## config.mk

```make
export PLATFORM = sky130hd
export DESIGN_NAME = clock_div_monitor_flat
export DESIGN_NICKNAME = d
export VERILOG_FILES = /design/src/rtl/clock_div_monitor_if.sv /design/src/rtl/clock_div_monitor.sv /design/src/flat_wrapper.sv
export SDC_FILE = /design/constraint.sdc
export NUM_CORES = 1
export LEC_CHECK = 0
export CORE_MARGIN = 2
export CORE_UTILIZATION = 50
export CTS_CLUSTER_SIZE = 25
export DETAILED_ROUTE_END_ITERATION = 7
export GPL_TIMING_DRIVEN = 0
export PLACE_DENSITY = 0.75
export SYNTH_ARGS = -nofsm -noshare
export SYNTH_HDL_FRONTEND = slang
export SYNTH_SLANG_ARGS = --single-unit
```

## constraint.sdc

```tcl
create_clock -name clkIn -period 2 [get_ports clkIn]
set_input_delay 0.4 -clock clkIn [delete_from_list [all_inputs] [get_ports clkIn]]
set_output_delay 0.4 -clock clkIn [all_outputs]
set_load 0.03 [all_outputs]
```

## src/rtl/clock_div_monitor_if.sv

```systemverilog
// Signal bundle between a divided-clock source and its health monitor.
// The master drives the clock under test and the error clear; the slave reports measurements.
interface clock_div_monitor_if #(
  parameter int unsigned CNT_W = 8,
  parameter int unsigned ERR_W = 8
);
  logic             clkDivIn;
  logic             clrErr;
  logic [CNT_W-1:0] period;
  logic [CNT_W-1:0] highCnt;
  logic             measValid;
  logic             periodErr;
  logic             dutyErr;
  logic             locked;
  logic             stuck;
  logic [ERR_W-1:0] errCnt;

  modport master (
    output clkDivIn, clrErr,
    input  period, highCnt, measValid, periodErr, dutyErr, locked, stuck, errCnt
  );

  modport slave (
    input  clkDivIn, clrErr,
    output period, highCnt, measValid, periodErr, dutyErr, locked, stuck, errCnt
  );
endinterface

```

## src/rtl/clock_div_monitor.sv

```systemverilog
// Health monitor for a divided clock: measures period and high time in clkIn cycles,
// checks them against EXP_DIV, tracks lock, counts bad measurements and flags a stuck clock.
module clock_div_monitor #(
  parameter int unsigned EXP_DIV  = 5,
  parameter int unsigned CNT_W    = 8,
  parameter int unsigned LOCK_CNT = 4,
  parameter int unsigned TIMEOUT  = 16,
  parameter int unsigned ERR_W    = 8
) (
  input  logic               clkIn,
  input  logic               reset,
  clock_div_monitor_if.slave bus
);
  localparam logic [1:0] IDLE   = 2'd0;
  localparam logic [1:0] ACQ    = 2'd1;
  localparam logic [1:0] LOCKED = 2'd2;

  localparam int unsigned      MW      = $clog2(LOCK_CNT + 1);
  localparam logic [CNT_W-1:0] CNT_MAX = '1;
  localparam logic [CNT_W-1:0] EXP_P   = CNT_W'(EXP_DIV);
  localparam logic [CNT_W-1:0] H_MIN   = CNT_W'(EXP_DIV / 2);
  localparam logic [CNT_W-1:0] H_MAX   = CNT_W'((EXP_DIV + 1) / 2);
  localparam logic [CNT_W-1:0] TO_CNT  = CNT_W'(TIMEOUT);
  localparam logic [MW-1:0]    LOCK_M  = MW'(LOCK_CNT);
  localparam logic [ERR_W-1:0] ERR_MAX = '1;

  logic             prev;
  logic             rise, fall, meas, perr, derr, bad, timeout;
  logic [CNT_W-1:0] cnt, h, hLast;
  logic [1:0]       state, state_nx;
  logic [MW-1:0]    matchCnt, match_nx;

  logic [CNT_W-1:0] period_q, high_q;
  logic             mv_q, perr_q, derr_q, locked_q, stuck_q;
  logic [ERR_W-1:0] err_q;

  always_comb begin
    rise    = bus.clkDivIn & ~prev;
    fall    = ~bus.clkDivIn & prev;
    perr    = (cnt != EXP_P);
    derr    = (hLast < H_MIN) | (hLast > H_MAX);
    bad     = perr | derr;
    meas    = rise & (state != IDLE);
    timeout = ~rise & (state != IDLE) & (cnt >= TO_CNT);
  end

  always_comb begin
    state_nx = state;
    match_nx = matchCnt;
    case (state)
      IDLE: begin
        if (rise) begin
          state_nx = ACQ;
          match_nx = '0;
        end
      end
      ACQ: begin
        if (rise) begin
          if (bad) begin
            match_nx = '0;
          end else begin
            match_nx = matchCnt + 1'b1;
            if (match_nx == LOCK_M) state_nx = LOCKED;
          end
        end else if (timeout) begin
          state_nx = IDLE;
          match_nx = '0;
        end
      end
      LOCKED: begin
        if (rise) begin
          if (bad) begin
            state_nx = ACQ;
            match_nx = '0;
          end
        end else if (timeout) begin
          state_nx = IDLE;
          match_nx = '0;
        end
      end
      default: begin
        state_nx = IDLE;
        match_nx = '0;
      end
    endcase
  end

  always_ff @(posedge clkIn or negedge reset) begin
    if (!reset) begin
      prev     <= 1'b1;
      cnt      <= '0;
      h        <= '0;
      hLast    <= '0;
      state    <= IDLE;
      matchCnt <= '0;
      period_q <= '0;
      high_q   <= '0;
      mv_q     <= 1'b0;
      perr_q   <= 1'b0;
      derr_q   <= 1'b0;
      locked_q <= 1'b0;
      stuck_q  <= 1'b0;
      err_q    <= '0;
    end else begin
      prev     <= bus.clkDivIn;
      state    <= state_nx;
      matchCnt <= match_nx;

      if (rise)                cnt <= CNT_W'(1);
      else if (cnt != CNT_MAX) cnt <= cnt + 1'b1;

      // hLast captures the high run at the fall; highCnt publishes it at the next rise so
      // every measurement output moves together with measValid.
      if (rise) begin
        h <= CNT_W'(1);
      end else if (fall) begin
        hLast <= h;
        h     <= '0;
      end else if (bus.clkDivIn && (h != CNT_MAX)) begin
        h <= h + 1'b1;
      end

      mv_q <= meas;
      if (meas) begin
        period_q <= cnt;
        high_q   <= hLast;
        perr_q   <= perr;
        derr_q   <= derr;
      end
      locked_q <= (state_nx == LOCKED);

      if (bus.clrErr)                              err_q <= '0;
      else if (meas && bad && (err_q != ERR_MAX))  err_q <= err_q + 1'b1;

      if (bus.clrErr)   stuck_q <= 1'b0;
      else if (timeout) stuck_q <= 1'b1;
    end
  end

  assign bus.period    = period_q;
  assign bus.highCnt   = high_q;
  assign bus.measValid = mv_q;
  assign bus.periodErr = perr_q;
  assign bus.dutyErr   = derr_q;
  assign bus.locked    = locked_q;
  assign bus.stuck     = stuck_q;
  assign bus.errCnt    = err_q;
endmodule

```

## src/flat_wrapper.sv

```systemverilog
// flat-port wrapper written by rule: the top's interface ports become plain ports
module clock_div_monitor_flat 
#(
  parameter int unsigned EXP_DIV  = 5,
  parameter int unsigned CNT_W    = 8,
  parameter int unsigned LOCK_CNT = 4,
  parameter int unsigned TIMEOUT  = 16,
  parameter int unsigned ERR_W    = 8
)
  (clkIn, reset, bus_clkDivIn, bus_clrErr, bus_period, bus_highCnt, bus_measValid, bus_periodErr, bus_dutyErr, bus_locked, bus_stuck, bus_errCnt);
  clock_div_monitor_if #(.CNT_W(CNT_W), .ERR_W(ERR_W)) bus_i ();
  input  logic clkIn;
  input  logic reset;
  input wire logic [$bits(bus_i.clkDivIn)-1:0] bus_clkDivIn;
  input wire logic [$bits(bus_i.clrErr)-1:0] bus_clrErr;
  output wire logic [$bits(bus_i.period)-1:0] bus_period;
  output wire logic [$bits(bus_i.highCnt)-1:0] bus_highCnt;
  output wire logic [$bits(bus_i.measValid)-1:0] bus_measValid;
  output wire logic [$bits(bus_i.periodErr)-1:0] bus_periodErr;
  output wire logic [$bits(bus_i.dutyErr)-1:0] bus_dutyErr;
  output wire logic [$bits(bus_i.locked)-1:0] bus_locked;
  output wire logic [$bits(bus_i.stuck)-1:0] bus_stuck;
  output wire logic [$bits(bus_i.errCnt)-1:0] bus_errCnt;
  assign bus_i.clkDivIn = bus_clkDivIn;
  assign bus_i.clrErr = bus_clrErr;
  assign bus_period = bus_i.period;
  assign bus_highCnt = bus_i.highCnt;
  assign bus_measValid = bus_i.measValid;
  assign bus_periodErr = bus_i.periodErr;
  assign bus_dutyErr = bus_i.dutyErr;
  assign bus_locked = bus_i.locked;
  assign bus_stuck = bus_i.stuck;
  assign bus_errCnt = bus_i.errCnt;
  clock_div_monitor #(.EXP_DIV(EXP_DIV), .CNT_W(CNT_W), .LOCK_CNT(LOCK_CNT), .TIMEOUT(TIMEOUT), .ERR_W(ERR_W)) u_core (.clkIn(clkIn), .reset(reset), .bus(bus_i));
endmodule
```

==> results.sh, run 1 <==
export IMPL_status="finished, final reports clean"
export IMPL_drc=0
export IMPL_drt_wl_total_um=5810
export IMPL_die_area_um2=6240
export IMPL_numClockSinks=59
export IMPL_yosys_warnings=0
export IMPL_syn_nets=298
export IMPL_cpPeakStageDelay_ps=550
export IMPL_synth_edf_count=0
export IMPL_synthTopCellsByArea="dfrtp_1, nand2_1, ha_1"
export IMPL_io_pin_count=33
export IMPL_finalSetupViolations=0
export IMPL_cp_num_buf_inv=2
export IMPL_portBuffers=31
export IMPL_synth_top_area_share_pct=51.6
export IMPL_num_vias=2221
export IMPL_finalSetupTns_ps=0
export IMPL_stdcell_count=409
export IMPL_skew_ps=8.89
export IMPL_cts_tree="built"
export IMPL_finalCritPeriodShare_pct=99.8
export IMPL_postPlaceCellArea_um2=3260
export IMPL_antenna_found_initial=0
export IMPL_finalHoldViolCount=0
export IMPL_grt_pass1_wl_um=9730
export IMPL_vias_per_cell=5.43
export IMPL_hpwl_um=3890
export IMPL_placedCellCount=387
export IMPL_synth_cell_type_count=50
export IMPL_fin_crit_ps=2000
export IMPL_synth_seq_cells=59
export IMPL_grt_ovfl_total=0
export IMPL_grt_max_degree=41
export IMPL_pwr_density_cell_nw_per_um2=1030
export IMPL_dp_slack_ps=-724
export IMPL_max_freq_ghz=0.501
export IMPL_cts_buffer_depth=2
export IMPL_utilization_pct=65.5
export IMPL_gp_congestion=0.774
export IMPL_syn_area_per_cell_um2=9.94
export IMPL_yosys_area_top_type="dfrtp_1"
export IMPL_root_buffer="clkbuf_8"
export IMPL_dr_pass1_iters=4
export IMPL_ant_nets=0
export IMPL_htree_levels=3
export IMPL_grt_pass1_vias=2087
export IMPL_syn2layout_area_growth_pct=27.5
export IMPL_cp_max_fo=7
export IMPL_crit_chain="or4_4, nor4_4, buf_6, buf_8, nand3_1, a31oi_1"
export IMPL_syn_inst=283
export IMPL_synth_area_um2=2810
export IMPL_die_w_um=79
export IMPL_critPathLaunchType="flip-flop"
export IMPL_worst_pin_slew_ps=711
export IMPL_crit_arrival_ps=2240
export IMPL_cp_required_ps=2250
export IMPL_clkTransAtPathRegs_ps=70
export IMPL_crit_type="flip-flop to flip-flop"
export IMPL_multiInputGateArea_um2=1310
export IMPL_hold_path_class="input pin to async pin"
export IMPL_p_leak_nw=1.65
export IMPL_crit_path_end_kind="flip-flop"
export IMPL_regArea_um2=1480
export IMPL_drv_slew=0
export IMPL_critPathSlowestCell="or4_4"
export IMPL_peakVddDrop_mv=0.468
export IMPL_fill_cells=474
export IMPL_cpLargestDelayFamily="simple AND/OR/NAND/NOR gates"
export IMPL_numCtsBuffers=9
export IMPL_insertedDiodeCount=0
export IMPL_layout_nets=347
export IMPL_rsz0062_at_grt="yes"
export IMPL_drv_cap=0
export IMPL_clkLatencyLatePin_ps=340
export IMPL_final_area_um2=3590
export IMPL_start_util_pct=51.4
export IMPL_rows=27
export IMPL_track_usage_pct=20.2
export IMPL_drt_initial_drc_count=120
export IMPL_drive_above_1_share_pct=17.8
export IMPL_cts_hold_buf=0
export IMPL_postSynth_asyncResetShare_pct=100
export IMPL_relSlewSlack_pct=52.2
export IMPL_ys_flop_type="dfrtp_1"
export IMPL_synth_seq_area_share_pct=52.5
export IMPL_fin_ws_ps=4.37
export IMPL_coreArea_um2=5470
export IMPL_die_h_um=79
export IMPL_wl_per_cell_um=14.2
==> logic make-up after synthesis <==
logic type	after synthesis	share of synthesized area [%]
muxes	11	4.27
AOI/OAI and AO/OA	38	8.67
xor gates and xnor gates	10	3.11
and+or+nand+nor	134	23.5
buffers and inverters	20	3.02
adders and majority gates	11	4.89
DFF	59	52.5
==> synth_stat cells (2+ instances only) <==
| master | instances |
|---|---|
| and4_1 | 2 |
| nor4_1 | 4 |
| nand4_1 | 2 |
| o21ai_0 | 12 |
| xnor2_1 | 7 |
| nand2b_1 | 4 |
| ha_1 | 11 |
| a22o_1 | 2 |
| nand2_1 | 60 |
| nand3_1 | 8 |
| mux2_2 | 8 |
| inv_1 | 9 |
| mux2i_1 | 3 |
| nor2_1 | 26 |
| o31ai_1 | 2 |
| clkbuf_1 | 7 |
| and3_1 | 4 |
| a21oi_1 | 6 |
| nand3b_1 | 2 |
| o211ai_1 | 2 |
| nor3b_1 | 2 |
| a31oi_1 | 7 |
| or3_1 | 2 |
| xor2_1 | 3 |
| dfrtp_1 | 58 |
| nor3_1 | 6 |
==> metal layers <==
layer / routed length (µm) / global-route usage, % / up-vias
met1: 2730 / 28.1 / 1077
met2: 2740 / 30.0 / 57
met3: 240 / 4.89 / 11
met5: 0 / 0 / -
met4: 105 / 9.31 / 0
li1: - / - / 1076
==> cell type report <==
type	instances	share of cell area [%]
clock buffer	15	4.92
clock inverter	1	0.837
timing repair buffer	40	11.3
multi-input combinational	204	36.6
tap	72	2.51
sequential	59	41.3
buffer	9	1.64
inverter	9	0.942
==> worst register-to-register path, cell delays in order (launching register included) <==
cell and delay [ps]:
dfrtp_1 460, or4_4 550, nor4_4 240, buf_6 170, buf_8 120, nand3_1 110, a31oi_1 250
==> state kept, by name, indices dropped and copies added (netlist names) <==
register / cells
u_core.state: 2
u_core.hLast: 8
u_core.bus.dutyErr: 1
u_core.bus.period: 8
u_core.cnt: 8
u_core.h: 8
u_core.prev: 1
u_core.bus.measValid: 1
u_core.bus.highCnt: 8
u_core.bus.locked: 1
u_core.bus.periodErr: 1
u_core.matchCnt: 3
u_core.bus.stuck: 1
u_core.bus.errCnt: 8
==> metrics by stage <==
step / power, W / hold WS [ps]
4_1_cts: 0.00368 / 11.3
3_3_place_gp: 0.00247 / 456
6_report: 0.00368 / 7.19
3_5_place_dp: 0.00251 / 383
2_1_floorplan: 0.00214 / 104
5_1_grt: 0.00389 / 46.8
==> worst paths after layout <==
kind / slack, ps / end / startpoint / cells past startpoint
worst max-delay path: 4 / u_core.matchCnt[0]$_DFFE_PN0P_ / u_core.cnt[5]$_DFFE_PN0P_ / 6
worst min-delay path: 7 / u_core.bus.measValid$_DFF_PN0_ / reset / 1
worst max register to register: 4 / u_core.matchCnt[0]$_DFFE_PN0P_ / u_core.cnt[5]$_DFFE_PN0P_ / 6
worst min register to register: 470 / u_core.bus.highCnt[0]$_DFFE_PN0P_ / u_core.bus.highCnt[0]$_DFFE_PN0P_ / 2
max in group asynchronous: 1420 / u_core.cnt[7]$_DFFE_PN0P_ / reset / 2
min in group clkIn: 330 / u_core.prev$_DFF_PN1_ / bus_clkDivIn / 1
==> what timing repair did <==
item                       in CTS  in global routing
pin swaps                       3                  4
gates resized for setup        10                 11
setup endpoints to repair      23                 26
buffers inserted                5                  2
cloned                          0                  1
==> power by group <==
part           switching, W  leakage, nW  internal [W]
Sequential         0.000142        0.790       0.00137
Combinational      0.000596        0.753      0.000440
Clock              0.000460        0.104      0.000680
==> cell usage in the layout (no fill, tap or decap), drive strengths merged, types with 3 or more instances in the layout <==
| master | Yosys | routed |
|---|---|---|
| nor2 | 26 | 26 |
| a21oi | 6 | 6 |
| nor4 | 5 | 5 |
| mux2i | 3 | 3 |
| mux2 | 8 | 8 |
| xor2 | 3 | 3 |
| dfrtp | 58 | 58 |
| and3 | 5 | 5 |
| clkbuf | 8 | 22 |
| nor3 | 8 | 8 |
| clkdlybuf4s50 | 0 | 29 |
| ha | 11 | 11 |
| a31oi | 7 | 7 |
| buf | 3 | 12 |
| nand2b | 4 | 4 |
| xnor2 | 7 | 7 |
| o21ai | 12 | 12 |
| nand3 | 8 | 8 |
| nand2 | 60 | 60 |
| inv | 9 | 9 |
(Power assumes the default switching activity.)
==> inputs of run 2 (changes only) <==
--- a/config.mk
+++ b/config.mk
@@ -5,12 +5,11 @@
 export SDC_FILE = /design/constraint.sdc
 export NUM_CORES = 1
 export LEC_CHECK = 0
-export CORE_MARGIN = 2
-export CORE_UTILIZATION = 50
+export CORE_UTILIZATION = 60
 export CTS_CLUSTER_SIZE = 25
 export DETAILED_ROUTE_END_ITERATION = 7
 export GPL_TIMING_DRIVEN = 0
-export PLACE_DENSITY = 0.75
+export PLACE_DENSITY = 0.85
 export SYNTH_ARGS = -nofsm -noshare
 export SYNTH_HDL_FRONTEND = slang
 export SYNTH_SLANG_ARGS = --single-unit
==> constraint.sdc (replaced) <==
create_clock -name clkIn -period 2.43 [get_ports clkIn]
set_input_delay 0.486 -clock clkIn [delete_from_list [all_inputs] [get_ports clkIn]]
set_output_delay 0.486 -clock clkIn [all_outputs]
set_load 0.03 [all_outputs]
==> run 2 against run 1 <==
Against the previous run:
- the run now ends with design-rule violations left
- worst hold slack improved by 67 ps
- first-iteration DRC count is 13% higher
- die area fell by 20%
==> results.sh, run 2 (synthesis results as in run 1) <==
export IMPL_status="complete, but fails checks"
export IMPL_failed_checks="design-rule violations"
export IMPL_finalCritPeriodShare_pct=93.6
export IMPL_rsz0062_at_grt="no"
export IMPL_grt_max_degree=44
export IMPL_grt_ovfl_total=0
export IMPL_clkTransAtPathRegs_ps=60
export IMPL_layout_nets=340
export IMPL_dp_slack_ps=-339
export IMPL_htree_levels=3
export IMPL_crit_arrival_ps=2490
export IMPL_cts_tree="built"
export IMPL_layout_common_cells="nand2_1, dfrtp_1, clkdlybuf4s50_1, nor2_1, o21ai_0"
export IMPL_insertedDiodeCount=0
export IMPL_track_usage_pct=26.3
export IMPL_num_vias=2216
export IMPL_cpPeakStageDelay_ps=580
export IMPL_utilization_pct=76.2
export IMPL_fin_crit_ps=2270
export IMPL_fin_hold_ws_ps=74.2
export IMPL_ant_nets=0
export IMPL_cts_hold_buf=0
export IMPL_p_leak_nw=1.58
export IMPL_portBuffers=31
export IMPL_cts_buffer_depth=2
export IMPL_root_buffer="clkbuf_8"
export IMPL_grt_pass1_wl_um=9890
export IMPL_cts_resized=0
export IMPL_peakVddDrop_mv=0.445
export IMPL_worst_pin_slew_ps=719
export IMPL_cp_max_fo=9
export IMPL_die_h_um=70.5
export IMPL_drv_cap=0
export IMPL_dr_pass1_iters=6
export IMPL_power_w=0.00288
export IMPL_max_freq_ghz=0.440
export IMPL_gp_congestion=0.844
export IMPL_grt_pass1_vias=2157
export IMPL_io_pin_count=33
export IMPL_finalSetupViolations=0
export IMPL_crit_type="input pin to flip-flop"
export IMPL_regArea_um2=1480
export IMPL_hpwl_um=3830
export IMPL_drt_initial_drc_count=136
export IMPL_antenna_found_initial=0
export IMPL_crit_path_end_kind="flip-flop"
export IMPL_syn2layout_area_growth_pct=20.3
export IMPL_cpLargestDelayFamily="simple AND/OR/NAND/NOR gates"
export IMPL_coreArea_um2=4440
export IMPL_drc=8
export IMPL_final_common_cell="nand2_1"
export IMPL_post_cts_buffers=0
export IMPL_die_area_um2=4970
export IMPL_critPathSlowestCell="or3b_2"
export IMPL_start_util_pct=63.3
export IMPL_pwr_density_cell_nw_per_um2=850
export IMPL_die_w_um=70.5
export IMPL_cp_required_ps=2650
export IMPL_crit_chain="clkdlybuf4s50_1, buf_2, or3b_2, a311o_1, nor2_2, a21oi_1, a31o_2"
export IMPL_stdcell_count=380
export IMPL_skew_ps=5.64
export IMPL_critPathLaunchType="input pin"
export IMPL_hold_path_class="input pin to async pin"
export IMPL_placedCellCount=367
export IMPL_multiInputGateArea_um2=1250
export IMPL_fill_cells=317
export IMPL_numCtsBuffers=9
export IMPL_cp_num_buf_inv=2
export IMPL_rows=24
export IMPL_finalHoldViolCount=0
export IMPL_clkLatencyLatePin_ps=330
export IMPL_fin_ws_ps=157
export IMPL_relSlewSlack_pct=51.9
export IMPL_drt_wl_total_um=5620
export IMPL_drive_above_1_share_pct=12.2
export IMPL_vias_per_cell=5.83
export IMPL_wl_per_cell_um=14.8
export IMPL_drv_slew=0
export IMPL_numClockSinks=59
-- run 2: path summary, 6_finish.rpt --
| path | cells past startpoint | start | to | slack (ps) |
|---|---|---|---|---|
| hold / removal | 1 | reset | u_core.bus.highCnt[2]$_DFFE_PN0P_ | 70 |
| hold reg to reg | 2 | u_core.bus.period[2]$_DFFE_PN0P_ | u_core.bus.period[2]$_DFFE_PN0P_ | 470 |
| setup reg to reg | 7 | u_core.state[0]$_DFF_PN0_ | u_core.bus.errCnt[7]$_DFFE_PN0P_ | 180 |
| max in group asynchronous | 2 | reset | u_core.prev$_DFF_PN1_ | 1740 |
| setup / recovery | 7 | bus_clkDivIn | u_core.bus.errCnt[7]$_DFFE_PN0P_ | 160 |
| min in group clkIn | 2 | u_core.bus.period[2]$_DFFE_PN0P_ | u_core.bus.period[2]$_DFFE_PN0P_ | 470 |
-- run 2: worst register-to-register path, stage by stage (launching register included) --
cell	delay (ps)
dfrtp_1	430
inv_1	100
ha_1	260
or3b_2	580
a311o_1	340
nor2_2	140
a21oi_1	80
a31o_2	210
-- run 2: routing by layer --
metal	up-vias	global-route usage, %	routed length, µm
met1	1069	32.3	2480
met2	70	42.8	2740
met3	17	8.37	281
li1	1060	-	-
met4	0	10.7	114
met5	-	0	0
-- run 2: final cells by class --
cell class | instances | share of cell area, %
plain buffers | 10 | 1.44
clock buffers | 11 | 4.18
clock inverters | 3 | 1.18
inverters | 9 | 0.998
multi-input cells | 204 | 37.0
flip-flops and latches | 59 | 43.7
well taps | 52 | 1.92
repair buffers | 32 | 9.61
-- run 2: per-stage QoR --
stage	TNS [ps]	area (µm²)
after floorplan	0	2810
after global placement	-52500	3190
after detailed placement	-4280	3200
after CTS	0	3380
after global routing	0	3380
final	0	3380
-- run 2: report_power, final --
part	leakage [nW]	internal [W]	switching [W]	total, W
logic	0.695	0.000313	0.000485	0.000798
clock network	0.0950	0.000487	0.000354	0.000840
registers	0.792	0.00112	0.000115	0.00124
==> inputs of run 3 (changes only) <==
--- a/config.mk
+++ b/config.mk
@@ -5,11 +5,12 @@
 export SDC_FILE = /design/constraint.sdc
 export NUM_CORES = 1
 export LEC_CHECK = 0
-export CORE_UTILIZATION = 60
+export CORE_UTILIZATION = 55
+export CTS_CLUSTER_DIAMETER = 40
 export CTS_CLUSTER_SIZE = 25
 export DETAILED_ROUTE_END_ITERATION = 7
 export GPL_TIMING_DRIVEN = 0
-export PLACE_DENSITY = 0.85
+export PLACE_DENSITY = 0.79
 export SYNTH_ARGS = -nofsm -noshare
 export SYNTH_HDL_FRONTEND = slang
 export SYNTH_SLANG_ARGS = --single-unit
==> run 3 against run 2 <==
Against the previous run:
- the flow now finishes without violations
- register-to-register slack worse by 100 ps
- worst setup slack worse by 120 ps
- combinational power down 2.9%
- critical path depth increased by 1
- clock skew rose by 1.5 ps
- die area grew 8.8%
- routed wire length fell by 5.2%
- largest cell class unchanged
==> results.sh, run 3 (synthesis results as in run 1) <==
export IMPL_crit_type="input pin to flip-flop"
export IMPL_fill_cells=395
export IMPL_r2r_start="u_core.state[1]$_DFF_PN0_"
export IMPL_numClockSinks=59
export IMPL_wl_per_cell_um=13.4
export IMPL_io_pin_count=33
export IMPL_skew_ps=7.19
export IMPL_finalCritPeriodShare_pct=98.5
export IMPL_htree_levels=3
export IMPL_layout_nets=340
export IMPL_final_common_cell="nand2_1"
export IMPL_finalSetupViolations=0
export IMPL_peakVddDrop_mv=0.426
export IMPL_rows=25
export IMPL_drc=0
export IMPL_drv_cap=0
export IMPL_vias_per_cell=5.38
export IMPL_grt_pass1_vias=1942
export IMPL_cts_hold_buf=0
export IMPL_ant_nets=0
export IMPL_worst_pin_slew_ps=669
export IMPL_startpoint="bus_clkDivIn"
export IMPL_endpoint="u_core.bus.errCnt[7]$_DFFE_PN0P_"
export IMPL_p_seq_share_pct=42.6
export IMPL_switching_share_pct=32.5
export IMPL_fin_crit_ps=2390
export IMPL_status="finished, final reports clean"
export IMPL_grt_ovfl_total=0
export IMPL_syn2layout_area_growth_pct=21.5
export IMPL_finalHoldViolCount=0
export IMPL_relSlewSlack_pct=55.2
export IMPL_switchingPower_w=0.000944
export IMPL_start_util_pct=58.4
export IMPL_clkLatencyLatePin_ps=340
export IMPL_cp_max_fo=9
export IMPL_portBuffers=31
export IMPL_r2r_slack_ps=80
export IMPL_cts_buffer_depth=2
export IMPL_gp_congestion=0.876
export IMPL_hpwl_um=3680
export IMPL_cp_required_ps=2650
export IMPL_grt_pass1_wl_um=9140
export IMPL_track_usage_pct=23.1
export IMPL_root_buffer="clkbuf_8"
export IMPL_timing_rr_end="u_core.bus.errCnt[7]$_DFFE_PN0P_"
export IMPL_antenna_found_initial=0
export IMPL_drive_above_1_share_pct=12.5
export IMPL_die_w_um=73.5
export IMPL_fin_hold_ws_ps=78.7
export IMPL_coreArea_um2=4820
export IMPL_numCtsBuffers=9
export IMPL_grt_max_degree=42
export IMPL_post_cts_buffers=0
export IMPL_utilization_pct=70.9
export IMPL_hold_path_class="input pin to async pin"
export IMPL_num_vias=2132
export IMPL_die_area_um2=5400
export IMPL_clkTransAtPathRegs_ps=60
export IMPL_die_h_um=73.5
export IMPL_p_clk_share_pct=30.7
export IMPL_drt_initial_drc_count=148
export IMPL_comb_power_share_pct=26.7
export IMPL_layout_common_cells="nand2_1, dfrtp_1, clkdlybuf4s50_1, nor2_1, o21ai_0"
export IMPL_rsz0062_at_grt="yes"
export IMPL_stdcell_count=396
export IMPL_reg2reg_depth=8
export IMPL_critPathLaunchType="input pin"
export IMPL_max_freq_ghz=0.418
export IMPL_pwr_density_cell_nw_per_um2=849
export IMPL_placedCellCount=382
export IMPL_dr_pass1_iters=4
export IMPL_drt_wl_total_um=5320
export IMPL_p_leak_nw=1.59
export IMPL_regArea_um2=1480
export IMPL_drv_slew=0
export IMPL_internal_power_w=0.00196
export IMPL_finalSetupTns_ps=0
export IMPL_cts_tree="built"
export IMPL_insertedDiodeCount=0
export IMPL_multiInputGateArea_um2=1250
export IMPL_crit_path_end_kind="flip-flop"
export IMPL_crit_arrival_ps=2620
## run 3: cell count changes in the layout (fill, tap and decap cells not counted)
cell	before	now
clkbuf_1	6	7
clkbuf_8	10	11
clkinv_2	2	1
dfrtp_1	58	57
dfrtp_2	0	1
## run 3: layer usage
metal | routed length, µm | track usage [%]
met1 | 2630 | 31.9
met3 | 176 | 4.12
met5 | 0 | 0
met2 | 2380 | 33.5
met4 | 140 | 14.5
## run 3: final cells by class
cell class	instances	share of cell area, %
sequential	59	43.3
timing repair buffer	32	9.52
buffer	10	1.43
clock inverter	2	1.03
tap	67	2.45
inverter	9	0.989
multi-input combinational	204	36.7
clock buffer	13	4.65
## run 3: stage by stage
step                cell area (µm²)  power [W]  setup WS [ps]
floorplan                      2810    0.00174            249
global placement               3210    0.00200           -952
detailed placement             3220    0.00203           -371
CTS                            3420    0.00292         0.0544
global route                   3420    0.00307          -51.0
finish                         3420    0.00290           36.2
## run 3: worst max-delay path: stages
cell             delay [ps]
clkdlybuf4s50_1         480
buf_2                   180
or3b_2                  450
clkbuf_1                220
a311o_1                 350
nor2_2                  150
a21oi_1                  90
a31o_2                  220
## run 3: worst min path at each step
| stage | slack, ps | cells after the start | to | startpoint |
|---|---|---|---|---|
| finish | 80 | 1 | u_core.bus.measValid$_DFF_PN0_ | reset |
| floorplan | 190 | 0 | u_core.bus.dutyErr$_DFFE_PN0P_ | reset |
| CTS | 80 | 1 | u_core.bus.measValid$_DFF_PN0_ | reset |
| detailed placement | 450 | 1 | u_core.bus.measValid$_DFF_PN0_ | reset |
| global route | 110 | 1 | u_core.bus.measValid$_DFF_PN0_ | reset |
| global placement | 450 | 2 | u_core.bus.periodErr$_DFFE_PN0P_ | u_core.bus.periodErr$_DFFE_PN0P_ |
## run 3: repair_timing
| action | in CTS | in global routing |
|---|---|---|
| endpoints found under the hold margin | 0 | 0 |
| resized for setup | 1 | 2 |
| setup endpoints to repair | 1 | 13 |
| gates cloned | 0 | 0 |
## run 3: power groups by stage
stage | clock network [W] | logic, W | registers (W)
after floorplan | 0 | 0.000342 | 0.00140
after global placement | 0 | 0.000758 | 0.00125
after CTS | 0.000902 | 0.000785 | 0.00124
after detailed placement | 0 | 0.000782 | 0.00125
final | 0.000891 | 0.000775 | 0.00124
after global routing | 0.000947 | 0.000861 | 0.00126
